<file path="config.mk">
export PLATFORM = sky130hd
export DESIGN_NAME = app_scheduler
export DESIGN_NICKNAME = d
export VERILOG_FILES = /design/src/rtl/app_scheduler.sv
export SDC_FILE = /design/constraint.sdc
export NUM_CORES = 1
export LEC_CHECK = 0
export ABC_CLOCK_PERIOD_IN_PS = 3580
export CAP_MARGIN = 20
export CELL_PAD_IN_SITES_DETAIL_PLACEMENT = 1
export CELL_PAD_IN_SITES_GLOBAL_PLACEMENT = 1
export CORE_MARGIN = 1.5
export CORE_UTILIZATION = 52
export DETAILED_ROUTE_END_ITERATION = 16
export PLACE_DENSITY = 0.86
export REMOVE_ABC_BUFFERS = 1
export SYNTH_ARGS = -nofsm -noshare
export SYNTH_HDL_FRONTEND = slang
export SYNTH_SLANG_ARGS = --single-unit
</file>
<file path="constraint.sdc">
create_clock -name clk -period 3.58 [get_ports clk]
set_input_delay 0.895 -clock clk [delete_from_list [all_inputs] [get_ports clk]]
set_output_delay 0.895 -clock clk [all_outputs]
set_load 0.02 [all_outputs]
</file>
<file path="src/rtl/app_scheduler.sv">
// Menu/launcher for eight applications driven by nine debounced keys.
// Define ESCAPE_KEY_EN to make key 7 an exit request while an application runs.
module app_scheduler #(
  parameter int unsigned DEBOUNCE_CYCLES = 20000
) (
  input  logic       clk,
  input  logic       rst_n,
  input  logic [8:0] keys,
  input  logic [7:0] en_back,
  output logic [7:0] en_sub,
  output logic [8:0] key_evt,
  output logic [2:0] sel,
  output logic       in_menu
);

  localparam int unsigned CW = $clog2(DEBOUNCE_CYCLES + 1);

  typedef enum logic [1:0] {MENU, LAUNCH, RUN, EXIT} state_e;

  logic [8:0]    s1_q, s2_q;
  logic [1:0]    vld_q;
  logic [8:0]    lvl_q, prev_q, armed_q;
  logic [CW-1:0] cnt_q [9];
  logic [8:0]    press;
  logic [8:0]    fwd_mask;
  logic          exit_req;

  state_e        state_q;
  logic [2:0]    sel_q;
  logic [7:0]    en_sub_q;

  // A key is armed only after it has been seen released once the synchronizer
  // holds real samples, so a key held through reset cannot produce a press.
  always_ff @(posedge clk or negedge rst_n) begin
    if (!rst_n) begin
      s1_q    <= '0;
      s2_q    <= '0;
      vld_q   <= '0;
      lvl_q   <= '0;
      prev_q  <= '0;
      armed_q <= '0;
      for (int unsigned k = 0; k < 9; k++) cnt_q[k] <= '0;
    end else begin
      s1_q   <= keys;
      s2_q   <= s1_q;
      vld_q  <= {vld_q[0], 1'b1};
      prev_q <= lvl_q;
      if (vld_q[1]) armed_q <= armed_q | ~s2_q;
      for (int unsigned k = 0; k < 9; k++) begin
        if (s2_q[k] == lvl_q[k]) begin
          cnt_q[k] <= '0;
        end else if (cnt_q[k] == CW'(DEBOUNCE_CYCLES - 1)) begin
          cnt_q[k] <= '0;
          lvl_q[k] <= ~lvl_q[k];
        end else begin
          cnt_q[k] <= cnt_q[k] + 1'b1;
        end
      end
    end
  end

  assign press = lvl_q & ~prev_q & armed_q;

  always_comb begin
    fwd_mask = '1;
    exit_req = en_back[sel_q];
`ifdef ESCAPE_KEY_EN
    fwd_mask[7] = 1'b0;
    exit_req    = en_back[sel_q] | press[7];
`else
`endif
  end

  always_ff @(posedge clk or negedge rst_n) begin
    if (!rst_n) begin
      state_q  <= MENU;
      sel_q    <= '0;
      en_sub_q <= '0;
    end else begin
      case (state_q)
        MENU: begin
          if (press[8]) begin
            state_q  <= LAUNCH;
            en_sub_q <= 8'd1 << sel_q;
          end else if (press[0] && !press[1]) begin
            sel_q <= sel_q - 3'd1;
          end else if (press[1] && !press[0]) begin
            sel_q <= sel_q + 3'd1;
          end
        end
        LAUNCH: state_q <= RUN;
        RUN: begin
          if (exit_req) begin
            state_q  <= EXIT;
            en_sub_q <= '0;
          end
        end
        EXIT: if (lvl_q == '0) state_q <= MENU;
        default: state_q <= MENU;
      endcase
    end
  end

  assign en_sub  = en_sub_q;
  assign sel     = sel_q;
  assign in_menu = (state_q == MENU);
  assign key_evt = (state_q == RUN) ? (press & fwd_mask) : '0;

endmodule

</file>
### Yosys cells after proc, flatten, opt, wreduce, memory -nomap -nowiden

Index checks and enable logic that the tools add are counted.

* word-level logic and storage cells: 137
* register bits: 195
* output and inout bits: 21
* bits of input ports: 19

* shift-type cells: 1
* bitwise logic cells: 24
* reduce and logical (&&, ||, !) cells: 20
* muxes and demuxes: 30
* $lt $le $gt $ge: 1
* add/sub/neg operators: 11
* eq/ne operators: 24

Operator list (number)
* $mux W15: 18
* $add A15 B1 Y15 const B: 9
* $eq A15 B15 Y1 const B: 9
* $not A1 Y1: 19
* $and A9 B9 Y9: 2
* $not A9 Y9: 2
* $reduce_and A2 Y1: 9
* $mux W8: 2
* $pmux W8 S2: 1
* $eq A1 B1 Y1: 9
* $logic_not A9 Y1: 1
* $mux W9: 1
* $or A9 B9 Y9: 1
* $reduce_and A3 Y1: 3
* $pmux W2 S4: 1
* $shl A1 B3 Y8 const A: 1
* $mux W2: 3
* $mux W3: 2
* $eq A2 B2 Y1 const B: 2
* $lt A3 B4 Y1 const B: 1
* $ne A2 B2 Y1 const B: 2
* $reduce_bool A2 Y1: 2
* $add A3 B1 Y3 const B: 1
* $bmux W1 S3: 1
* 7 further kinds: 9

### Depth between registers and ports, before layout

Gate-level depths: netlist of the first run.

* depth after elaboration: 7
* gate-level depth with buffers: 8
* gate-level depth less buffers: 8

### Worst setup path after synthesis of the first run

No wires, ideal clock.

* path type: reg2out
* start: reg state_q[0]
* end: out key_evt[0]
* slack: 1.383 ns
* cell stages (with the launch flop): 5
* arrival: 1.302 ns
* buffers on the path: 0
* cells stage by stage: dfrtp_1 > inv_1 > ha_1 > inv_1 > nor3_1

* word-level cells in the longest chain between the ends: 2

Ends and longest elaborated chain
* start, declared: line 28 `state_e state_q;`
* start signal, assigned: line 76 `state_q <= MENU;`
* start signal, assigned: line 83 `state_q <= LAUNCH;`
* start signal, assigned: line 91 `LAUNCH: state_q <= RUN;`
* $eq A2 B2 Y1: line 107 `assign key_evt = (state_q == RUN) ? (press & fwd_mask) : '0;`
* $mux W9: line 107
* end, declared: line 11 `output logic [8:0] key_evt,`

Every way passes these cells.

### Final worst setup path of the first run

* start: reg state_q[0]
* end: out key_evt[7]

The elaborated chain is that of the path after synthesis.

==> flow_summary.json, run 1 <==
{
  "cellPowerDensity_nw_per_um2": 436,
  "report.final.slew_viol_count": 0,
  "cp-start-kind": "flip-flop",
  "required_ns": 2.68,
  "crit_arrival_ns": 2.35,
  "yosysWarnings": 0,
  "synthArstFlopShare_pct": 100,
  "power_mw": 4.42,
  "grt_max_degree": 82,
  "leakage_nw": 4.17,
  "vias_per_cell": 5.77,
  "worst_pin_slew_ns": 0.661,
  "crit_end": "key_evt[7]",
  "final_hold_viol_count": 0,
  "ys_types": 49,
  "tritoncts": "yes",
  "post-route-min-period_ns": 3.25,
  "netlist_area_um2": 8910,
  "holdBufCountCts": 0,
  "die_area_um2": 17900,
  "die_w_um": 134,
  "cts.htree.levels": 4,
  "most-common-layout-cells": "195 x dfrtp_1, 131 x nor2_1, 73 x xnor2_1",
  "antennaDiodeCount": 0,
  "track_usage_pct": 25.5,
  "fillers": 1777,
  "cts_buffer_depth": 2,
  "ys_seq_elements": 195,
  "r2r_cells": 5,
  "holdWs_ns": 0.352,
  "seq_area_frac_synth_pct": 54.7,
  "root_buffer": "clkbuf_16",
  "placed_cells": 1103,
  "cap_violations": 0,
  "io_buffers": 39,
  "grt_pass1_wl_um": 36300,
  "r2r-start": "cnt_q[61]",
  "drtAntennaViolNets": 0,
  "reg2reg_to": "cnt_q[63]",
  "pin_count": 40,
  "initial_core_util_pct": 53.6,
  "drc": 0,
  "grt_pass1_vias": 7312,
  "crit_path_max_fanout": 9,
  "clkLatencyLatePin_ns": 0.44,
  "layout.cells.non_filler": 1135,
  "setup_tns_ns": 0,
  "synth_cells": 854,
  "post_cts_buffers": 0,
  "antenna_found_initial": 0,
  "hp-class": "reg2reg",
  "synth_ff_type": "dfrtp_1",
  "drt_wl_total_um": 21100,
  "final_util_pct": 60.9,
  "rsz0062_at_grt": "no",
  "syn2layout_area_growth_pct": 13.7,
  "finalNetCount": 935,
  "cts_sinks": 195,
  "syn_avg_cell_area_um2": 10.4,
  "cts.clk_slew.worst_paths_ns": 0.07,
  "final_common_cell": "dfrtp_1",
  "wl_per_cell_um": 18.6,
  "setup_viol_count_final": 0,
  "die_h_um": 134,
  "r2r_slack_ns": 1.43,
  "fin_skew_ns": 0.00815,
  "crit_type": "reg2out",
  "hpwl_um": 14700,
  "drive_gt1_share_pct": 5.57,
  "gp_congestion": 0.874,
  "timing.fmax_mhz": 308,
  "numCtsBuffers": 17,
  "max-vdd-ir-drop_mv": 0.333,
  "cts_resized": 0,
  "slew_headroom_pct": 55.9,
  "drt_first_pass_iters": 4,
  "cp-end-kind": "output port",
  "dr.first_iter.drc_count": 326,
  "grt_overflow": 0,
  "outcome": "completed",
  "core_area_um2": 16600,
  "synth_edf_count": 0,
  "rows": 47,
  "crit_start": "state_q[0]",
  "vias": 6546,
  "finalCritPeriodShare_pct": 90.7
}
## flip-flops by register name, indices dropped and copies added (netlist names)
| register | flops |
|---|---|
| cnt_q | 135 |
| s1_q | 9 |
| lvl_q | 9 |
| s2_q | 9 |
| en_sub | 8 |
| prev_q | 9 |
| vld_q | 2 |
| armed_q | 9 |
| state_q | 2 |
| sel | 3 |
## synthesized netlist by cell type, types with 3 or more instances
master,instances,area [µm²]
a21o_1,9,67.6
a21oi_1,14,70.1
and3_1,6,37.5
and4_1,9,78.8
and4b_1,7,70.1
buf_1,3,11.3
buf_6,4,45.0
clkbuf_1,7,26.3
dfrtp_1,195,4880
ha_1,13,163
inv_1,46,173
mux2i_1,4,40.0
nand2_1,51,191
nand2b_1,4,25.0
nand3_1,46,230
nand3b_1,5,37.5
nand4_1,42,263
nor2_1,131,492
nor3_1,23,115
nor4_1,29,181
nor4b_1,3,26.3
o21ai_0,19,95.1
o22ai_1,3,18.8
o31ai_1,4,30.0
o32ai_1,4,35.0
o41ai_1,3,26.3
or3_1,17,106
or4_1,10,75.1
or4_4,4,45.0
or4bb_1,4,45.0
xnor2_1,73,639
xor2_1,42,368
## worst max-delay path: stages, from the launching register on
cell and delay [ns]:
dfrtp_1 0.41, inv_1 0.10, ha_1 0.31, buf_4 0.23
and4b_1 0.25, clkdlybuf4s50_1 0.62
## routing by layer
| metal | vias up | GRT usage (%) | routed length [µm] | share of wire [%] |
|---|---|---|---|---|
| met1 | 3339 | 30.1 | 8770 | 42 |
| met3 | 26 | 4.65 | 615 | 2.9 |
| met5 | - | 0 | 0 | 0 |
| li1 | 3070 | - | - | - |
| met2 | 111 | 47.1 | 11400 | 54 |
| met4 | 0 | 7.73 | 325 | 1.5 |
## cell type report
class                      instances  area [µm²]  area share, %
timing repair buffer              45         439           4.33
clock buffer                      18         439           4.33
sequential                       195        4880           48.1
clock inverter                    14         165           1.63
multi-input combinational        597        3760           37.1
tap                              220         275           2.72
inverter                          46         173           1.70
## cells by family after synthesis
group | synth area share (%)
XOR/XNOR | 11.3
AO/OA/AOI/OAI | 4.38
buffers and inverters | 3.03
AND/OR/NAND/NOR | 23.6
other | 0.0421
multiplexers | 0.828
flip-flops | 54.7
adder cells (fa/ha/maj) | 2.05
## power by group
group,internal (mW),switching [mW],leakage (nW)
registers,2.24,0.0401,2.57
clock network,1.07,0.909,0.296
logic,0.0560,0.109,1.31
## through the flow
| stage | worst slack, ns | area [µm²] |
|---|---|---|
| finish | 0.333 | 10100 |
| global route | 0.216 | 10100 |
| CTS | 0.312 | 10100 |
| detailed placement | 0.743 | 9530 |
| global placement | 0.812 | 9530 |
| floorplan | 1.22 | 8820 |
## worst min-delay path by stage
stage             from      end  slack (ns)  depth (start not counted)
3_5_place_dp   s1_q[5]  s2_q[5]        0.34                          0
4_1_cts        s1_q[6]  s2_q[6]        0.35                          0
6_report       s1_q[6]  s2_q[6]        0.35                          0
3_3_place_gp   s1_q[6]  s2_q[6]        0.33                          0
2_1_floorplan  s1_q[0]  s2_q[0]        0.33                          0
5_1_grt        s1_q[5]  s2_q[5]        0.36                          0
Note: power is estimated with default switching activity, not from simulation.
==> run 2: changes to the inputs <==
Settings changed: ABC_AREA set to 1, CORE_UTILIZATION 52 to 50, GPL_TIMING_DRIVEN set to 1, RECOVER_POWER set to 100.
==> flow_summary.json, run 2 <==
{
  "outcome": "finished, violations left",
  "violations": "capacitance limit, slew limit",
  "netlist_area_um2": 9860,
  "post_cts_buffers": 0,
  "rsz0062_at_grt": "no",
  "dr.first_iter.drc_count": 329,
  "reg2reg_to": "en_sub[7]",
  "wl_per_cell_um": 17.0,
  "initial_core_util_pct": 50.8,
  "finalCritPeriodShare_pct": 95.5,
  "core_area_um2": 19400,
  "hp-class": "reg2reg",
  "max-vdd-ir-drop_mv": 0.317,
  "synth.most_common_cell": "nand2_1",
  "cts_sinks": 195,
  "most-common-layout-cells": "239 x nand2_1, 199 x nor2_1, 195 x dfrtp_1",
  "worst_pin_slew_ns": 2.26,
  "report.final.slew_viol_count": 91,
  "die_w_um": 143,
  "r2r_cells": 8,
  "final_hold_viol_count": 0,
  "post-route-min-period_ns": 3.42,
  "largest_reg_flops": 135,
  "drc": 0,
  "syn2layout_area_growth_pct": 12.0,
  "io_buffers": 39,
  "syn_avg_cell_area_um2": 8.18,
  "ys_types": 41,
  "r2r-start": "state_q[0]",
  "antenna_found_initial": 0,
  "grt_pass1_wl_um": 43700,
  "vias_per_cell": 5.39,
  "ys_seq_elements": 195,
  "crit_buf_inv": 3,
  "r2r_slack_ns": 1.20,
  "grt_pass1_vias": 8991,
  "cts.clk_slew.worst_paths_ns": 0.07,
  "top_register": "cnt_q",
  "vias": 8295,
  "cts_resized": 1,
  "grt_overflow": 0,
  "synth_edf_count": 0,
  "die_area_um2": 20600,
  "seq_area_frac_synth_pct": 49.5,
  "power_mw": 4.49,
  "holdBufCountCts": 0,
  "cts.htree.levels": 4,
  "crit_start": "state_q[0]",
  "fin_skew_ns": 0.0109,
  "cp-start-kind": "flip-flop",
  "crit_end": "key_evt[3]",
  "cts_buffer_depth": 2,
  "crit_top_cell": "inv_1",
  "crit_arrival_ns": 2.52,
  "antennaDiodeCount": 0,
  "drtAntennaViolNets": 0,
  "slowest_stage": "dlygate4sd3_1",
  "max_stage_delay_ns": 0.73,
  "crit_path_max_fanout": 7,
  "drive_gt1_share_pct": 5.89,
  "leakage_nw": 4.98,
  "setup_viol_count_final": 0,
  "cap_violations": 1,
  "numCtsBuffers": 17,
  "crit_cells": 5,
  "root_buffer": "clkbuf_16",
  "synth_common_cells": "233 x nand2_1, 195 x dfrtp_1, 188 x nor2_1, 163 x inv_1, 100 x nand3_1",
  "hpwl_um": 18200,
  "finalNetCount": 1294,
  "synth_cells": 1205,
  "rows": 51,
  "cellPowerDensity_nw_per_um2": 406,
  "gp_congestion": 0.845,
  "drt_first_pass_iters": 5,
  "tritoncts": "yes",
  "yosysTopAreaCell": "dfrtp_1",
  "final_common_cell": "nand2_1",
  "cp-end-kind": "output port",
  "crit_family": "buffers and inverters",
  "required_ns": 2.68,
  "yosysWarnings": 0,
  "pin_count": 40,
  "yosysTopAreaCellShare_pct": 49.5,
  "timing.fmax_mhz": 293,
  "grt_max_degree": 91,
  "synthArstFlopShare_pct": 100,
  "die_h_um": 143,
  "clkLatencyLatePin_ns": 0.44,
  "slew_headroom_pct": -50.4,
  "crit_type": "reg2out",
  "setup_tns_ns": 0,
  "synth_area_leaders": "dfrtp_1 49%, nand2_1 8.9%, nor2_1 7.2%",
  "fillers": 2433,
  "drt_wl_total_um": 26100,
  "cp_cell_sequence": "inv_1, ha_1, inv_1, nor4_2, dlygate4sd3_1",
  "synth_ff_type": "dfrtp_1",
  "track_usage_pct": 27.2
}
run 2: area by class of cell:
cell class	instances	area, µm²	share of cell area, %
clock buffer	20	447	4.05
clock inverter	11	175	1.59
inverter	172	653	5.92
multi-input combinational	831	4150	37.6
sequential	195	4880	44.2
tap	265	332	3.00
timing repair buffer	44	404	3.66
run 2: worst min path at each step:
stage	end	depth (start not counted)	start	slack (ns)
after global routing	s2_q[5]	0	s1_q[5]	0.36
after CTS	s2_q[6]	0	s1_q[6]	0.35
after global placement	vld_q[1]	0	vld_q[0]	0.33
after floorplan	s2_q[0]	0	s1_q[0]	0.33
after detailed placement	s2_q[3]	0	s1_q[3]	0.34
final	s2_q[6]	0	s1_q[6]	0.35
run 2: logic make-up after synthesis:
family          Yosys count  share of synthesized area [%]
simple gates            697                           33.1
flops                   195                           49.5
buf+inv                 179                           7.08
compound gates           64                           3.55
xor+xnor                 54                           4.80
fa+ha+maj                14                           1.85
other cells               1                         0.0380
mux                       1                          0.102
run 2: worst register-to-register path: stages (launching register included):
cell and delay (ns):
dfrtp_1 0.40, inv_1 0.09, ha_1 0.24, inv_1 0.21
clkbuf_1 0.22, a21oi_1 0.55, nand2_1 0.36, nand2_1 0.15
nand2_1 0.06
run 2: stage by stage:
step                      setup slack, ns  std cells  instance area, µm²  hold slack [ns]  util, %
after floorplan                      1.11       1198                9820            0.331        -
after global placement              0.540       1507               10600            0.333     54.6
after detailed placement            0.484       1507               10600            0.336     54.6
after CTS                          0.0119       1538               11200            0.348     57.8
after global routing               0.0645       1538               11000            0.357     56.9
final                               0.163       1538               11000            0.348     56.9
run 2: per-layer routing:
metal | vias up | wire length [µm] | global-route usage (%)
met3 | 43 | 805 | 4.77
met4 | 0 | 469 | 8.70
li1 | 3972 | - | -
met5 | - | 0 | 0
met2 | 123 | 13800 | 50.2
met1 | 4157 | 11000 | 32.0
run 2: where the power goes:
part | total, mW | leakage (nW) | switching, mW | internal (mW)
logic | 0.160 | 2.07 | 0.112 | 0.0479
clock network | 2.06 | 0.297 | 0.872 | 1.19
registers | 2.27 | 2.61 | 0.0273 | 2.24
==> run 3: changes to the inputs <==
Settings changed: CORE_MARGIN 1.5 to unset.
==> flow_summary.json, run 3 (same netlist as run 2, synthesis figures left out) <==
{
  "top_register": "cnt_q",
  "drt_first_pass_iters": 5,
  "track_usage_pct": 28.2,
  "post-route-min-period_ns": 3.45,
  "rsz0062_at_grt": "no",
  "numCtsBuffers": 17,
  "drt_wl_total_um": 26300,
  "crit_arrival_ns": 2.56,
  "crit_path_max_fanout": 4,
  "cts_buffer_depth": 2,
  "slowest_stage": "dlygate4sd3_1",
  "dr.first_iter.drc_count": 485,
  "rows": 50,
  "power_frac_seq_pct": 51.8,
  "cts.htree.levels": 4,
  "grt_pass1_wl_um": 44500,
  "crit_type": "reg2out",
  "hpwl_um": 17800,
  "most-common-layout-cells": "239 x nand2_1, 200 x nor2_1, 195 x dfrtp_1",
  "required_ns": 2.68,
  "vias": 8294,
  "violations": "capacitance limit, slew limit",
  "fillers": 2373,
  "tritoncts": "yes",
  "setup_tns_ns": 0,
  "pin_count": 40,
  "grt_max_degree": 72,
  "root_buffer": "clkbuf_16",
  "antenna_found_initial": 1,
  "finalCritPeriodShare_pct": 96.4,
  "core_area_um2": 19000,
  "drc": 0,
  "netSwitchingFraction_pct": 25.8,
  "fin_skew_ns": 0.0136,
  "cp_cell_sequence": "inv_1, ha_2, clkinvlp_4, buf_12, nor4_1, dlygate4sd3_1",
  "cap_violations": 1,
  "grt_pass1_vias": 9090,
  "setup_viol_count_final": 0,
  "report.final.slew_viol_count": 72,
  "largest_reg_flops": 135,
  "die_area_um2": 20300,
  "die_h_um": 142,
  "max-vdd-ir-drop_mv": 0.327,
  "wl_per_cell_um": 17.2,
  "p_int_mw": 3.24,
  "clkLatencyLatePin_ns": 0.44,
  "syn2layout_area_growth_pct": 12.0,
  "grt_overflow": 0,
  "drtAntennaViolNets": 0,
  "final_hold_viol_count": 0,
  "timing.fmax_mhz": 290,
  "max_stage_delay_ns": 0.73,
  "cts.clk_slew.worst_paths_ns": 0.08,
  "cp-end-kind": "output port",
  "cts_sinks": 195,
  "cellPowerDensity_nw_per_um2": 396,
  "vias_per_cell": 5.41,
  "initial_core_util_pct": 51.8,
  "clkPwrFrac_pct": 44.6,
  "cp-start-kind": "flip-flop",
  "slew_headroom_pct": -19.5,
  "leakage_nw": 4.99,
  "gp_congestion": 0.892,
  "comb_power_share_pct": 3.7,
  "io_buffers": 39,
  "worst_pin_slew_ns": 1.79,
  "power.switching_mw": 1.13,
  "holdWs_ns": 0.349,
  "hp-class": "reg2reg",
  "outcome": "finished, violations left",
  "die_w_um": 142,
  "finalNetCount": 1293,
  "drive_gt1_share_pct": 6.21,
  "final_common_cell": "nand2_1"
}
-- run 3: cell types whose count changed in the layout (fill, tap and decap cells not counted), sizes merged --
cell	delta
bufinv	-4
clkinvlp	-1
clkbuf	-6
dlygate4sd3	+1
buf	+2
inv	+5
clkinv	+3
diode	+1
-- run 3: cell type report --
type / count / area [µm²] / area share, %
multi-input cells: 831 / 4150 / 37.6
flip-flops and latches: 195 / 4880 / 44.2
inverters: 172 / 657 / 5.95
well taps: 260 / 325 / 2.95
clock buffers: 18 / 439 / 3.98
diodes: 1 / 2.50 / 0.0227
clock inverters: 14 / 161 / 1.46
repair buffers: 43 / 428 / 3.87
-- run 3: repair_timing --
action | in CTS | in global routing
hold buffers | 0 | 0
endpoints found under the setup margin | 1 | 1
gates resized for setup | 1 | 2
setup buffers | 0 | 1
-- run 3: worst max-delay path, delay by kind of cell (launching register included) --
kind	cells	cell delay, ns
fa+ha+maj	1	0.25
simple gates	1	0.25
buf+inv	4	1.21
flops	1	0.41
-- run 3: metrics by stage --
step	cell area [µm²]	util (%)	power, mW	worst slack, ns	cells
2_1_floorplan	9820	-	2.37	1.11	1198
5_1_grt	11000	58.1	4.50	0.0530	1533
3_3_place_gp	10600	55.6	2.47	0.601	1500
4_1_cts	11200	58.8	4.41	0.0309	1532
3_5_place_dp	10600	55.6	2.48	0.458	1500
6_report	11000	58.1	4.37	0.129	1534
-- run 3: final timing paths --
check	startpoint	end	slack, ns	cells past startpoint
worst max-delay path	state_q[0]	key_evt[2]	0.13	6
max in group asynchronous	rst_n	cnt_q[11]	0.72	2
worst max register to register	lvl_q[0]	sel[2]	1.34	8
min in group asynchronous	rst_n	cnt_q[26]	0.93	1
worst min register to register	vld_q[0]	vld_q[1]	0.35	0
worst min-delay path	vld_q[0]	vld_q[1]	0.35	0
-- run 3: power groups by stage --
stage / combinational, mW / clock (mW) / sequential [mW]
final: 0.160 / 1.95 / 2.26
after global routing: 0.185 / 2.04 / 2.27
after CTS: 0.174 / 1.97 / 2.26
after detailed placement: 0.172 / 0 / 2.31
after global placement: 0.164 / 0 / 2.31
after floorplan: 0.0740 / 0 / 2.30
-- run 3: layer usage --
layer	GRT usage (%)	up-vias	part of all wire, %
li1	-	3953	-
met1	34.1	4122	43
met2	49.5	158	50
met3	4.48	61	3.4
met4	12.4	0	3.1
met5	0	-	0
